$ cat config.mk
export PLATFORM = sky130hd
export DESIGN_NAME = pipe_hazard_ctrl
export DESIGN_NICKNAME = d
export VERILOG_FILES = /design/src/rtl/pipe_hazard_ctrl.sv
export SDC_FILE = /design/constraint.sdc
export NUM_CORES = 1
export LEC_CHECK = 0
export BUFFER_PORTS_ARGS = -buffer_cell sky130_fd_sc_hd__buf_2
export CAP_MARGIN = 10
export CORE_ASPECT_RATIO = 1.4
export CORE_MARGIN = 8
export CORE_UTILIZATION = 48
export CTS_CLUSTER_SIZE = 8
export DETAILED_ROUTE_END_ITERATION = 8
export PLACE_DENSITY = 0.87
export RECOVER_POWER = 100
export SLEW_MARGIN = 20
export SYNTH_ARGS = -nofsm -noshare
export SYNTH_HDL_FRONTEND = slang
export SYNTH_SLANG_ARGS = --single-unit
$ cat constraint.sdc
create_clock -name clk_i -period 5.7 [get_ports clk_i]
set_input_delay 0.285 -clock clk_i [delete_from_list [all_inputs] [get_ports clk_i]]
set_output_delay 0.285 -clock clk_i [all_outputs]
set_load 0.005 [all_outputs]
$ cat src/rtl/pipe_hazard_ctrl.sv
// pipe_hazard_ctrl -- stall/flush sequencing controller for the 5-stage CPU.
//
// It is the only source of the pipeline registers' stall and flush controls.
// It detects load-use hazards between the EX-stage load and the ID
// instruction. It opens a flush window after a taken branch. It freezes the
// whole pipe while data memory reports busy.
//
// Parameters
//   LOAD_STALL_CYCLES  stall cycles per load-use hazard (1..15)
//   BR_PENALTY         flush cycles per taken branch, resolve cycle included (1..15)
//   MEM_TIMEOUT        consecutive busy cycles tolerated before err_o (1..65535)
//
// Ports
//   clk_i, rst_i       clock, synchronous active-high reset
//   ifid_rs_i/rt_i     source fields of the ID instruction
//   ifid_uses_rt_i     ID instruction reads rt
//   idex_memread_i     EX instruction is a load
//   idex_rt_i          destination of the EX load
//   branch_taken_i     branch resolved taken in EX this cycle
//   dmem_busy_i        data memory not ready this cycle
//   pc_write_o         PC may update
//   ifid_hold_o        IF/ID keeps contents
//   ifid_flush_o       IF/ID loads zero
//   idex_bubble_o      ID/EX loads a NOP
//   exmem_hold_o       EX/MEM and later stages hold
//   state_o            RUN=0, LSTALL=1, FLUSH=2
//   err_o              sticky memory-timeout flag
//   stall_cnt_o        perf counter: cycles with pc_write_o=0
//   flush_cnt_o        perf counter: taken branches accepted
//
// Build option: define PIPE_CTRL_PERF_EN to build the performance counters.
// When it is not defined, both counter ports are tied to zero.

module pipe_hazard_ctrl #(
  parameter int LOAD_STALL_CYCLES = 1,
  parameter int BR_PENALTY        = 1,
  parameter int MEM_TIMEOUT       = 255
) (
  input  logic        clk_i,
  input  logic        rst_i,
  input  logic [4:0]  ifid_rs_i,
  input  logic [4:0]  ifid_rt_i,
  input  logic        ifid_uses_rt_i,
  input  logic        idex_memread_i,
  input  logic [4:0]  idex_rt_i,
  input  logic        branch_taken_i,
  input  logic        dmem_busy_i,
  output logic        pc_write_o,
  output logic        ifid_hold_o,
  output logic        ifid_flush_o,
  output logic        idex_bubble_o,
  output logic        exmem_hold_o,
  output logic [1:0]  state_o,
  output logic        err_o,
  output logic [31:0] stall_cnt_o,
  output logic [31:0] flush_cnt_o
);

  typedef enum logic [1:0] {
    ST_RUN    = 2'd0,
    ST_LSTALL = 2'd1,
    ST_FLUSH  = 2'd2
  } state_t;

  // The window counters hold the cycles still to go after the current one.
  localparam logic [3:0]  LSTALL_INIT = 4'(LOAD_STALL_CYCLES - 1);
  localparam logic [3:0]  FLUSH_INIT  = 4'(BR_PENALTY - 1);
  localparam logic [15:0] TO_MAX      = 16'(MEM_TIMEOUT);

  state_t      r_state;
  state_t      w_state_next;
  logic [3:0]  r_cnt;
  logic [3:0]  w_cnt_next;
  logic [15:0] r_to_cnt;
  logic [15:0] w_to_next;
  logic        r_err;

  logic w_lu;
  logic w_pc_write;
  logic w_ifid_hold;
  logic w_ifid_flush;
  logic w_idex_bubble;
  logic w_exmem_hold;
  logic w_br_acc;

  // Register 0 is hardwired, so a load to it never creates a hazard.
  assign w_lu = idex_memread_i && (idex_rt_i != 5'd0) &&
                ((idex_rt_i == ifid_rs_i) ||
                 (ifid_uses_rt_i && (idex_rt_i == ifid_rt_i)));

  // Next-state and control decode: reset, then memory busy, then state action
  always_comb begin
    w_state_next  = r_state;
    w_cnt_next    = r_cnt;
    w_pc_write    = 1'b1;
    w_ifid_hold   = 1'b0;
    w_ifid_flush  = 1'b0;
    w_idex_bubble = 1'b0;
    w_exmem_hold  = 1'b0;
    w_br_acc      = 1'b0;

    if (rst_i) begin
      w_pc_write    = 1'b0;
      w_ifid_flush  = 1'b1;
      w_idex_bubble = 1'b1;
      w_state_next  = ST_RUN;
      w_cnt_next    = 4'd0;
    end else if (dmem_busy_i) begin
      // Whole-pipe freeze; the state and the window count stay put.
      w_pc_write   = 1'b0;
      w_ifid_hold  = 1'b1;
      w_exmem_hold = 1'b1;
    end else begin
      unique case (r_state)
        ST_RUN: begin
          // A taken branch wins over load-use, because the ID instruction is discarded anyway.
          if (branch_taken_i) begin
            w_br_acc      = 1'b1;
            w_ifid_flush  = 1'b1;
            w_idex_bubble = 1'b1;
            if (BR_PENALTY > 1) begin
              w_state_next = ST_FLUSH;
              w_cnt_next   = FLUSH_INIT;
            end
          end else if (w_lu) begin
            w_pc_write    = 1'b0;
            w_ifid_hold   = 1'b1;
            w_idex_bubble = 1'b1;
            if (LOAD_STALL_CYCLES > 1) begin
              w_state_next = ST_LSTALL;
              w_cnt_next   = LSTALL_INIT;
            end
          end
        end
        ST_LSTALL: begin
          w_pc_write    = 1'b0;
          w_ifid_hold   = 1'b1;
          w_idex_bubble = 1'b1;
          if (r_cnt <= 4'd1) begin
            w_state_next = ST_RUN;
            w_cnt_next   = 4'd0;
          end else begin
            w_cnt_next = r_cnt - 4'd1;
          end
        end
        ST_FLUSH: begin
          // The redirected fetch is still in flight in I-mem, so keep squashing.
          w_pc_write    = 1'b0;
          w_ifid_flush  = 1'b1;
          w_idex_bubble = 1'b1;
          if (r_cnt <= 4'd1) begin
            w_state_next = ST_RUN;
            w_cnt_next   = 4'd0;
          end else begin
            w_cnt_next = r_cnt - 4'd1;
          end
        end
        default: begin
          w_state_next = ST_RUN;
          w_cnt_next   = 4'd0;
        end
      endcase
    end
  end

  // The timeout count saturates. The error flag rises on the edge where the count reaches the limit.
  assign w_to_next = !dmem_busy_i        ? 16'd0    :
                     (r_to_cnt == TO_MAX) ? r_to_cnt : r_to_cnt + 16'd1;

  // State register boundary
  always_ff @(posedge clk_i) begin
    if (rst_i) begin
      r_state  <= ST_RUN;
      r_cnt    <= 4'd0;
      r_to_cnt <= 16'd0;
      r_err    <= 1'b0;
    end else begin
      r_state  <= w_state_next;
      r_cnt    <= w_cnt_next;
      r_to_cnt <= w_to_next;
      r_err    <= r_err | (w_to_next == TO_MAX);
    end
  end

`ifdef PIPE_CTRL_PERF_EN
  function automatic logic [31:0] sat_inc32(input logic [31:0] v);
    return (v == 32'hFFFF_FFFF) ? v : v + 32'd1;
  endfunction

  logic [31:0] r_stall_cnt;
  logic [31:0] r_flush_cnt;

  // Performance counter boundary
  always_ff @(posedge clk_i) begin
    if (rst_i) begin
      r_stall_cnt <= 32'd0;
      r_flush_cnt <= 32'd0;
    end else begin
      if (!w_pc_write) r_stall_cnt <= sat_inc32(r_stall_cnt);
      if (w_br_acc)    r_flush_cnt <= sat_inc32(r_flush_cnt);
    end
  end

  assign stall_cnt_o = r_stall_cnt;
  assign flush_cnt_o = r_flush_cnt;
`else
  assign stall_cnt_o = 32'd0;
  assign flush_cnt_o = 32'd0;
`endif

  assign pc_write_o    = w_pc_write;
  assign ifid_hold_o   = w_ifid_hold;
  assign ifid_flush_o  = w_ifid_flush;
  assign idex_bubble_o = w_idex_bubble;
  assign exmem_hold_o  = w_exmem_hold;
  assign state_o       = r_state;
  assign err_o         = r_err;

endmodule

==> flow_summary.toml, run 1 <==
[clock_network]
h-tree-depth = 1
root_buffer = "clkbuf_8"
max-clock-path-buffers = 2
cts_setup_buffers = 0
cts-resized-gates = 0
cts_buffers = 3
clkSlewWorstSetupHoldPaths_ps = 60
clkLatencyLatePin_ps = 250
cts_tree = "built"
hold_buffers = 0
cts_sinks = 17

[yosys]
synthTopCellsByCount = "67 x buf_4, 19 x nor2_1, 17 x dfxtp_1"
synth_area_um2 = 1600
synthTopCellsByArea = "buf_4 32%, dfxtp_1 21%, xnor2_1 5.5%, xor2_1 4.9%, nor2_1 4.5%"
synth_cell_types = 42
ys_seq_area_share_pct = 21.3
yosysWarnings = 0
ys.flop_type = "dfxtp_1"
avgSynthCellArea_um2 = 7.90
synth_edf_count = 0
netlist.area_leader.share_pct = 31.5
synth_seq_cells = 17
yosysTopAreaCell = "buf_4"
netlist_instances = 202
async_flop_share_pct = 0
yosysMostFrequentCell = "buf_4"

[timing]
fin_skew_ps = 4.54
setup_viol = 0
fmax_mhz = 472
hold_violations = 0
max-slew-margin-rel_pct = 62.0
rsz0062_at_grt = "no"
tightest_slew_ps = 569
post-route-period-util_pct = 37.2
fin_tns_setup_ps = 0
fin_crit_ps = 2120
finalMaxSlewViolations = 0

[power]
p_leak_uw = 0.000693
power_per_cell_area_nw_per_um2 = 162
clkPwrFrac_pct = 36.4
power_frac_comb_pct = 14.7
seq_power_share_pct = 48.9
swShare_pct = 26.2
intPower_uw = 181
switchingPower_uw = 64.3
irDropWorstVdd_v = 0.000143
p_total_uw = 246

[setup_path]
cp.required_ps = 5870
cp_cell_sequence = "ha_1 -> and4_1 -> nand4_1 -> and3_1 -> nor2_2 -> o2111ai_1 -> o32ai_1"
start_kind = "register"
cp_slowest_stage_delay_ps = 400
crit_path_max_fanout = 8
endpoint_kind = "register"
crit_buf_inv = 0
criticalPathCategory = "register to register"
slowest_stage = "dfxtp_1"
worstPathArrival_ps = 2290
critPathTopFamily = "simple AND/OR/NAND/NOR gates"

[run_status]
status = "completed"

[floorplanning]
rows = 25
start_util_pct = 48.6
dieArea_um2 = 5450
core_area_um2 = 3280
die_w_um = 64.7
io_pins = 93
die_height_um = 84.2

[flow_run]
maxCapViolCount = 0

[global_routing]
grt_pass1_wl_mm = 5.49
grt_pass1_vias = 1314
grt_usage_pct = 12.1
antenna_found_initial = 0
grt_max_degree = 15
grt_overflow_total = 0

[placement]
io_buffers = 26
gp_congestion = 0.885
dpl.hpwl_mm = 2.72

[routing]
drt-initial-drc-count = 57
via_count = 1256
final_antenna_net_count = 0
viasPerCell = 4.72
drt-pass1-iter-count = 4
wirelength_mm = 3.27
wl_per_cell_um = 12.3
drc = 0

[layout]
layout-drive-gt1-share_pct = 13.3
ff_latch_area_um2 = 340
nets = 249
multi_input_area_um2 = 940
n_fill_cell = 333
finish.utilization_pct = 46.2
area_delta_synth_final_pct = -4.94
antennaDiodeCount = 0

[min_path]
hold_path.class = "input pin to register"
per-stage QoR:
step           setup WS, ps  hold WS [ps]  std cells  cell area (µm²)
3_3_place_gp           3710           445        262             1490
5_1_grt                3310           388        266             1520
3_5_place_dp           3590           445        262             1490
4_1_cts                3590           280        266             1530
2_1_floorplan          3860           357        267             1840
6_report               3580           339        266             1520
final timing paths:
path,endpoint,slack [ps],cells past startpoint,startpoint
setup / recovery,err_o,3580,7,r_to_cnt[0]
hold / removal,r_to_cnt[12],340,2,rst_i
setup reg to reg,err_o,3580,7,r_to_cnt[0]
hold reg to reg,err_o,460,2,err_o
cells by family (layout without fill, tap and decap cells):
kind of cell	after synthesis	after routing	share of synthesized area, %
AO/OA/AOI/OAI	21	21	9.33
XOR/XNOR	19	19	10.4
adder cells (fa/ha/maj)	1	1	0.784
buffers and inverters	76	35	34.7
flip-flops	17	17	21.3
other	1	66	0.235
AND/OR/NAND/NOR	67	67	23.2
metal layers:
| metal | wire length [µm] | vias to the layer above | GRT usage (%) | part of all wire [%] |
|---|---|---|---|---|
| met5 | 0 | - | 0 | 0 |
| met4 | 71 | 0 | 7.97 | 2.2 |
| met3 | 275 | 5 | 2.53 | 8.4 |
| met2 | 1670 | 73 | 21.3 | 51 |
| met1 | 1260 | 582 | 12.4 | 38 |
| li1 | - | 596 | - | - |
state kept, by name, summed over array words and instances (netlist names):
name / count
err_o: 1
r_to_cnt: 16
layout make-up:
cell class	count	share of cell area [%]
clock buffers	4	2.97
inverters	5	1.24
multi-input cells	174	62.0
flip-flops and latches	17	22.4
well taps	40	3.30
repair buffers	26	8.09
cells in the final DEF, fill, tap and decap left out, drive strengths merged, types with 4 or more instances in the layout:
| cell | n |
|---|---|
| a21oi | 5 |
| inv | 5 |
| conb | 66 |
| nand3 | 4 |
| nor4 | 5 |
| clkbuf | 10 |
| buf | 20 |
| xnor2 | 10 |
| nor3 | 10 |
| nand2 | 7 |
| xor2 | 9 |
| nor2 | 20 |
| dfxtp | 17 |
| nand4 | 4 |
| and3 | 5 |
power groups by stage:
stage          Clock, µW  Combinational [µW]  Sequential (µW)
6_report            89.5                36.1              120
2_1_floorplan          0                54.2              123
4_1_cts             91.3                34.8              120
3_3_place_gp           0                34.0              123
3_5_place_dp           0                34.7              123
5_1_grt             98.1                42.3              120
(Power assumes the default switching activity.)
==> inputs of run 2 (changes only) <==
--- a/config.mk
+++ b/config.mk
@@ -9,10 +9,10 @@
 export CAP_MARGIN = 10
 export CORE_ASPECT_RATIO = 1.4
 export CORE_MARGIN = 8
-export CORE_UTILIZATION = 48
+export CORE_UTILIZATION = 44
 export CTS_CLUSTER_SIZE = 8
 export DETAILED_ROUTE_END_ITERATION = 8
-export PLACE_DENSITY = 0.87
+export PLACE_DENSITY = 0.81
 export RECOVER_POWER = 100
 export SLEW_MARGIN = 20
 export SYNTH_ARGS = -nofsm -noshare
==> constraint.sdc (replaced) <==
create_clock -name clk_i -period 2.1 [get_ports clk_i]
set_input_delay 0.105 -clock clk_i [delete_from_list [all_inputs] [get_ports clk_i]]
set_output_delay 0.105 -clock clk_i [all_outputs]
set_load 0.005 [all_outputs]
==> run 2 against run 1 <==
Non-clock buffer count increased by 3. Via count grew 0.96%. Sequential share of layout area decreased by 0.45 points. Register-to-register slack got worse by 3400 ps. Critical path depth stayed put. Clock power rose to 2.8 times the previous value. Critical path type unchanged.
==> flow_summary.toml, run 2 (synthesis gave the netlist of run 1 again) <==
[routing]
wirelength_met1_mm = 1.23
drt-pass1-iter-count = 4
route.met3.wl_um = 309
viasPerCell = 4.68
drt-initial-drc-count = 44
via_count = 1268
final_antenna_net_count = 0
route.met2.wl_mm = 1.75
drc = 0
top_layer = "met4"
wl_per_cell_um = 12.6
wirelength_mm = 3.41

[floorplanning]
rows = 26
core_area_um2 = 3580
die_height_um = 87.2
die_w_um = 66.9
io_pins = 93
start_util_pct = 44.6
dieArea_um2 = 5840

[timing]
rsz0062_at_grt = "no"
max-slew-margin-rel_pct = 58.9
tightest_slew_ps = 617
fin_tns_setup_ps = 0
fin_crit_ps = 1960
setup_viol = 0
post-route-period-util_pct = 93.2
finalMaxSlewViolations = 0
fin_skew_ps = 2.56
hold_violations = 0
setup_ws_ps = 143
fin_worst_hold_slack_ps = 121
fmax_mhz = 511

[global_routing]
grt_usage_pct = 10.5
antenna_found_initial = 0
grt_pass1_vias = 1201
grt_pass1_wl_mm = 4.89
grt_overflow_total = 0
grt_max_degree = 14

[setup_path]
crit_buf_inv = 0
cp.depth = 7
criticalPathCategory = "register to register"
critPathCapture = "err_o"
crit_start = "r_to_cnt[0]"
worstPathArrival_ps = 2120
cp_cell_sequence = "ha_1 -> and4_4 -> nand3_1 -> o211a_1 -> nor2_1 -> o2111ai_1 -> o32ai_1"
endpoint_kind = "register"
rr_worst_depth = 7
r2r_setup_slack_ps = 140
r2r-start = "r_to_cnt[0]"
cp.required_ps = 2270
crit_path_max_fanout = 8
critPathTopFamily = "compound AO/OA/AOI/OAI gates"
start_kind = "register"
cp_slowest_stage_delay_ps = 400
slowest_stage = "dfxtp_1"
timing.rr.end = "err_o"

[power]
irDropWorstVdd_v = 0.000361
p_leak_uw = 0.000707
power_per_cell_area_nw_per_um2 = 436

[placement]
dpl.hpwl_mm = 2.83
io_buffers = 26
place_ws_ps = 119
post-place-cells = 267
gp_congestion = 0.877
place_area_um2 = 1510

[clock_network]
clkSlewWorstSetupHoldPaths_ps = 70
hold_buffers = 0
h-tree-depth = 1
cts_buffers = 3
cts_sinks = 17
max-clock-path-buffers = 2
clkLatencyLatePin_ps = 260
root_buffer = "clkbuf_8"
cts_tree = "built"

[flow_run]
maxCapViolCount = 0

[layout]
layout_common_cells = "66 x conb_1, 21 x buf_2, 19 x nor2_1"
instances_no_fill = 271
antennaDiodeCount = 0
area_delta_synth_final_pct = -2.98
top_register = "r_to_cnt"
nets = 252
largest_register_ffs = 16
n_fill_cell = 359
layout_commonest_cell = "conb_1"
layout-drive-gt1-share_pct = 15.3
fin_area_um2 = 1550

[min_path]
hold_path.class = "input pin to register"

[run_status]
status = "completed"
-- run 2: cell types whose count changed in the layout (fill, tap and decap cells not counted) --
cell,change
a311oi_1,-1
a311oi_2,+1
and4_1,-1
and4_4,+1
buf_2,+1
buf_4,+2
-- run 2: final cells by class --
type                            instances  area [µm²]  area share (%)
Multi-Input combinational cell        174         948            61.3
Inverter                                5        18.8            1.21
Sequential cell                        17         340            22.0
Timing Repair Buffer                   29         143            9.22
Tap cell                               42        52.6            3.40
Clock buffer                            4        45.0            2.91
-- run 2: what timing repair did --
| item | CTS | global route |
|---|---|---|
| buffers inserted | 0 | 0 |
| setup endpoints to repair | 0 | 1 |
| gates resized for setup | 0 | 2 |
-- run 2: layer usage --
metal	track usage, %	vias to the layer above
li1	-	604
met1	11.2	572
met2	17.9	82
met3	1.55	10
met4	7.82	0
met5	0	-
-- run 2: worst min path at each step --
stage | startpoint | end | slack [ps] | cells after the start
6_report | rst_i | r_to_cnt[12] | 120 | 2
5_1_grt | rst_i | r_to_cnt[12] | 120 | 2
4_1_cts | rst_i | r_to_cnt[12] | 110 | 2
3_5_place_dp | rst_i | r_to_cnt[12] | 380 | 2
3_3_place_gp | rst_i | r_to_cnt[12] | 390 | 2
2_1_floorplan | rst_i | r_to_cnt[12] | 180 | 1
-- run 2: stage by stage --
| step | total power, µW | util [%] |
|---|---|---|
| final | 675 | 43.3 |
| after global routing | 711 | 43.3 |
| after CTS | 673 | 43.5 |
| after detailed placement | 430 | 42.2 |
| after global placement | 429 | 42.2 |
| after floorplan | 480 | - |
-- run 2: where the power goes --
group / internal, µW / switching, µW / total, µW
registers: 324 / 2.05 / 326
clock network: 135 / 113 / 248
logic: 34.3 / 66.0 / 100
total: 493 / 181 / 675
==> inputs of run 3 (changes only) <==
--- a/config.mk
+++ b/config.mk
@@ -13,7 +13,7 @@
 export CTS_CLUSTER_SIZE = 8
 export DETAILED_ROUTE_END_ITERATION = 8
 export PLACE_DENSITY = 0.81
-export RECOVER_POWER = 100
+export RECOVER_POWER = 50
 export SLEW_MARGIN = 20
 export SYNTH_ARGS = -nofsm -noshare
 export SYNTH_HDL_FRONTEND = slang
==> run 3 against run 2 <==
Core utilization barely moved. Clock-buffer cell count did not move. Combinational power barely moved. Global-route usage did not move. Non-clock buffer count did not move. Die area did not move. Worst setup slack did not move. Cell count did not move. Sequential share of layout area barely moved. Clock power barely moved.
==> flow_summary.toml, run 3 (synthesis gave the netlist of run 1 again) <==
[setup_path]
crit_path_max_fanout = 8
start_kind = "register"
endpoint_kind = "register"
cp_slowest_stage_delay_ps = 400
criticalPathCategory = "register to register"
slowest_stage = "dfxtp_1"
cp_cell_sequence = "ha_1 -> and4_4 -> nand3_1 -> o211a_1 -> nor2_1 -> o2111ai_1 -> o32ai_1"
cp.required_ps = 2270
worstPathArrival_ps = 2120

[timing]
tightest_slew_ps = 617
fin_tns_setup_ps = 0
finalMaxSlewViolations = 0
setup_viol = 0
fin_skew_ps = 2.56
setup_ws_ps = 143
rsz0062_at_grt = "no"
max-slew-margin-rel_pct = 58.9
fmax_mhz = 511
fin_worst_hold_slack_ps = 121
hold_violations = 0
post-route-period-util_pct = 93.2
fin_crit_ps = 1960

[placement]
place_ws_ps = 119
io_buffers = 26
dpl.hpwl_mm = 2.83
place_area_um2 = 1510
gp_congestion = 0.877

[layout]
layout-drive-gt1-share_pct = 15.7
antennaDiodeCount = 0
largest_register_ffs = 16
multi_input_area_um2 = 948
nets = 252
top_register = "r_to_cnt"
n_fill_cell = 359
layout_common_cells = "66 x conb_1, 22 x buf_2, 19 x nor2_1"
fin_area_um2 = 1550
ff_latch_area_um2 = 340
layout_commonest_cell = "conb_1"
area_delta_synth_final_pct = -2.90

[clock_network]
root_buffer = "clkbuf_8"
cts_tree = "built"
cts_sinks = 17
h-tree-depth = 1
hold_buffers = 0
max-clock-path-buffers = 2
cts_buffers = 3
clkSlewWorstSetupHoldPaths_ps = 70
clkLatencyLatePin_ps = 260

[floorplanning]
start_util_pct = 44.6
die_w_um = 66.9
die_height_um = 87.2
core_area_um2 = 3580
rows = 26
dieArea_um2 = 5840
io_pins = 93

[power]
irDropWorstVdd_v = 0.000361
power_frac_comb_pct = 14.9
p_leak_uw = 0.000711
swShare_pct = 26.8
power_per_cell_area_nw_per_um2 = 436
intPower_uw = 494
p_total_uw = 675
switchingPower_uw = 181
seq_power_share_pct = 48.3
clkPwrFrac_pct = 36.8

[global_routing]
grt_usage_pct = 10.5
grt_pass1_wl_mm = 4.89
antenna_found_initial = 0
grt_overflow_total = 0
grt_max_degree = 14
grt_pass1_vias = 1201

[routing]
viasPerCell = 4.68
wl_per_cell_um = 12.6
drc = 0
drt-initial-drc-count = 44
via_count = 1268
final_antenna_net_count = 0
wirelength_mm = 3.41
drt-pass1-iter-count = 4

[run_status]
status = "completed"

[flow_run]
maxCapViolCount = 0

[min_path]
hold_path.class = "input pin to register"
## run 3: cell types whose count changed in the layout (fill, tap and decap cells not counted)
cell / previous run / this run
buf_2: 21 / 22
clkbuf_1: 7 / 6
## run 3: what timing repair did
item / in CTS / in global routing
gates resized for setup: 0 / 2
buffers inserted: 0 / 0
endpoints found under the setup margin: 0 / 1
## run 3: power by group through the flow
| stage | Clock (µW) | Combinational, µW | Sequential [µW] |
|---|---|---|---|
| after global routing | 269 | 115 | 326 |
| after global placement | 0 | 95.9 | 333 |
| after CTS | 249 | 97.1 | 326 |
| after floorplan | 0 | 147 | 333 |
| after detailed placement | 0 | 96.9 | 333 |
| final | 248 | 101 | 326 |
## run 3: routing by layer
metal	track usage, %	wire (µm)	vias to the layer above	part of all wire, %
met1	11.2	1230	572	36
met2	17.9	1750	82	51
li1	-	-	604	-
met5	0	0	-	0
met4	7.82	119	0	3.5
met3	1.55	309	10	9.1
## run 3: path summary, 6_finish.rpt
kind	startpoint	slack (ps)	depth (start not counted)	end
worst max-delay path	r_to_cnt[0]	140	7	err_o
worst min register to register	err_o	460	2	err_o
worst min-delay path	rst_i	120	2	r_to_cnt[12]
worst max register to register	r_to_cnt[0]	140	7	err_o
## run 3: layout make-up
cell class	count	share of cell area, %
tap	42	3.39
multi-input combinational	174	61.2
clock buffer	4	2.91
sequential	17	22.0
timing repair buffer	29	9.29
inverter	5	1.21
## run 3: stage by stage
stage                     std cells  utilization, %
final                           271            43.3
after global routing            271            43.3
after CTS                       271            43.5
after detailed placement        267            42.2
after global placement          267            42.2
after floorplan                 267               -
## run 3: critical path: cells and delay by family, from the launching register on
kind                     cells  cell delay [ps]
AO/OA/AOI/OAI                3              640
adder cells (fa/ha/maj)      1              240
flip-flops                   1              400
AND/OR/NAND/NOR              3              570
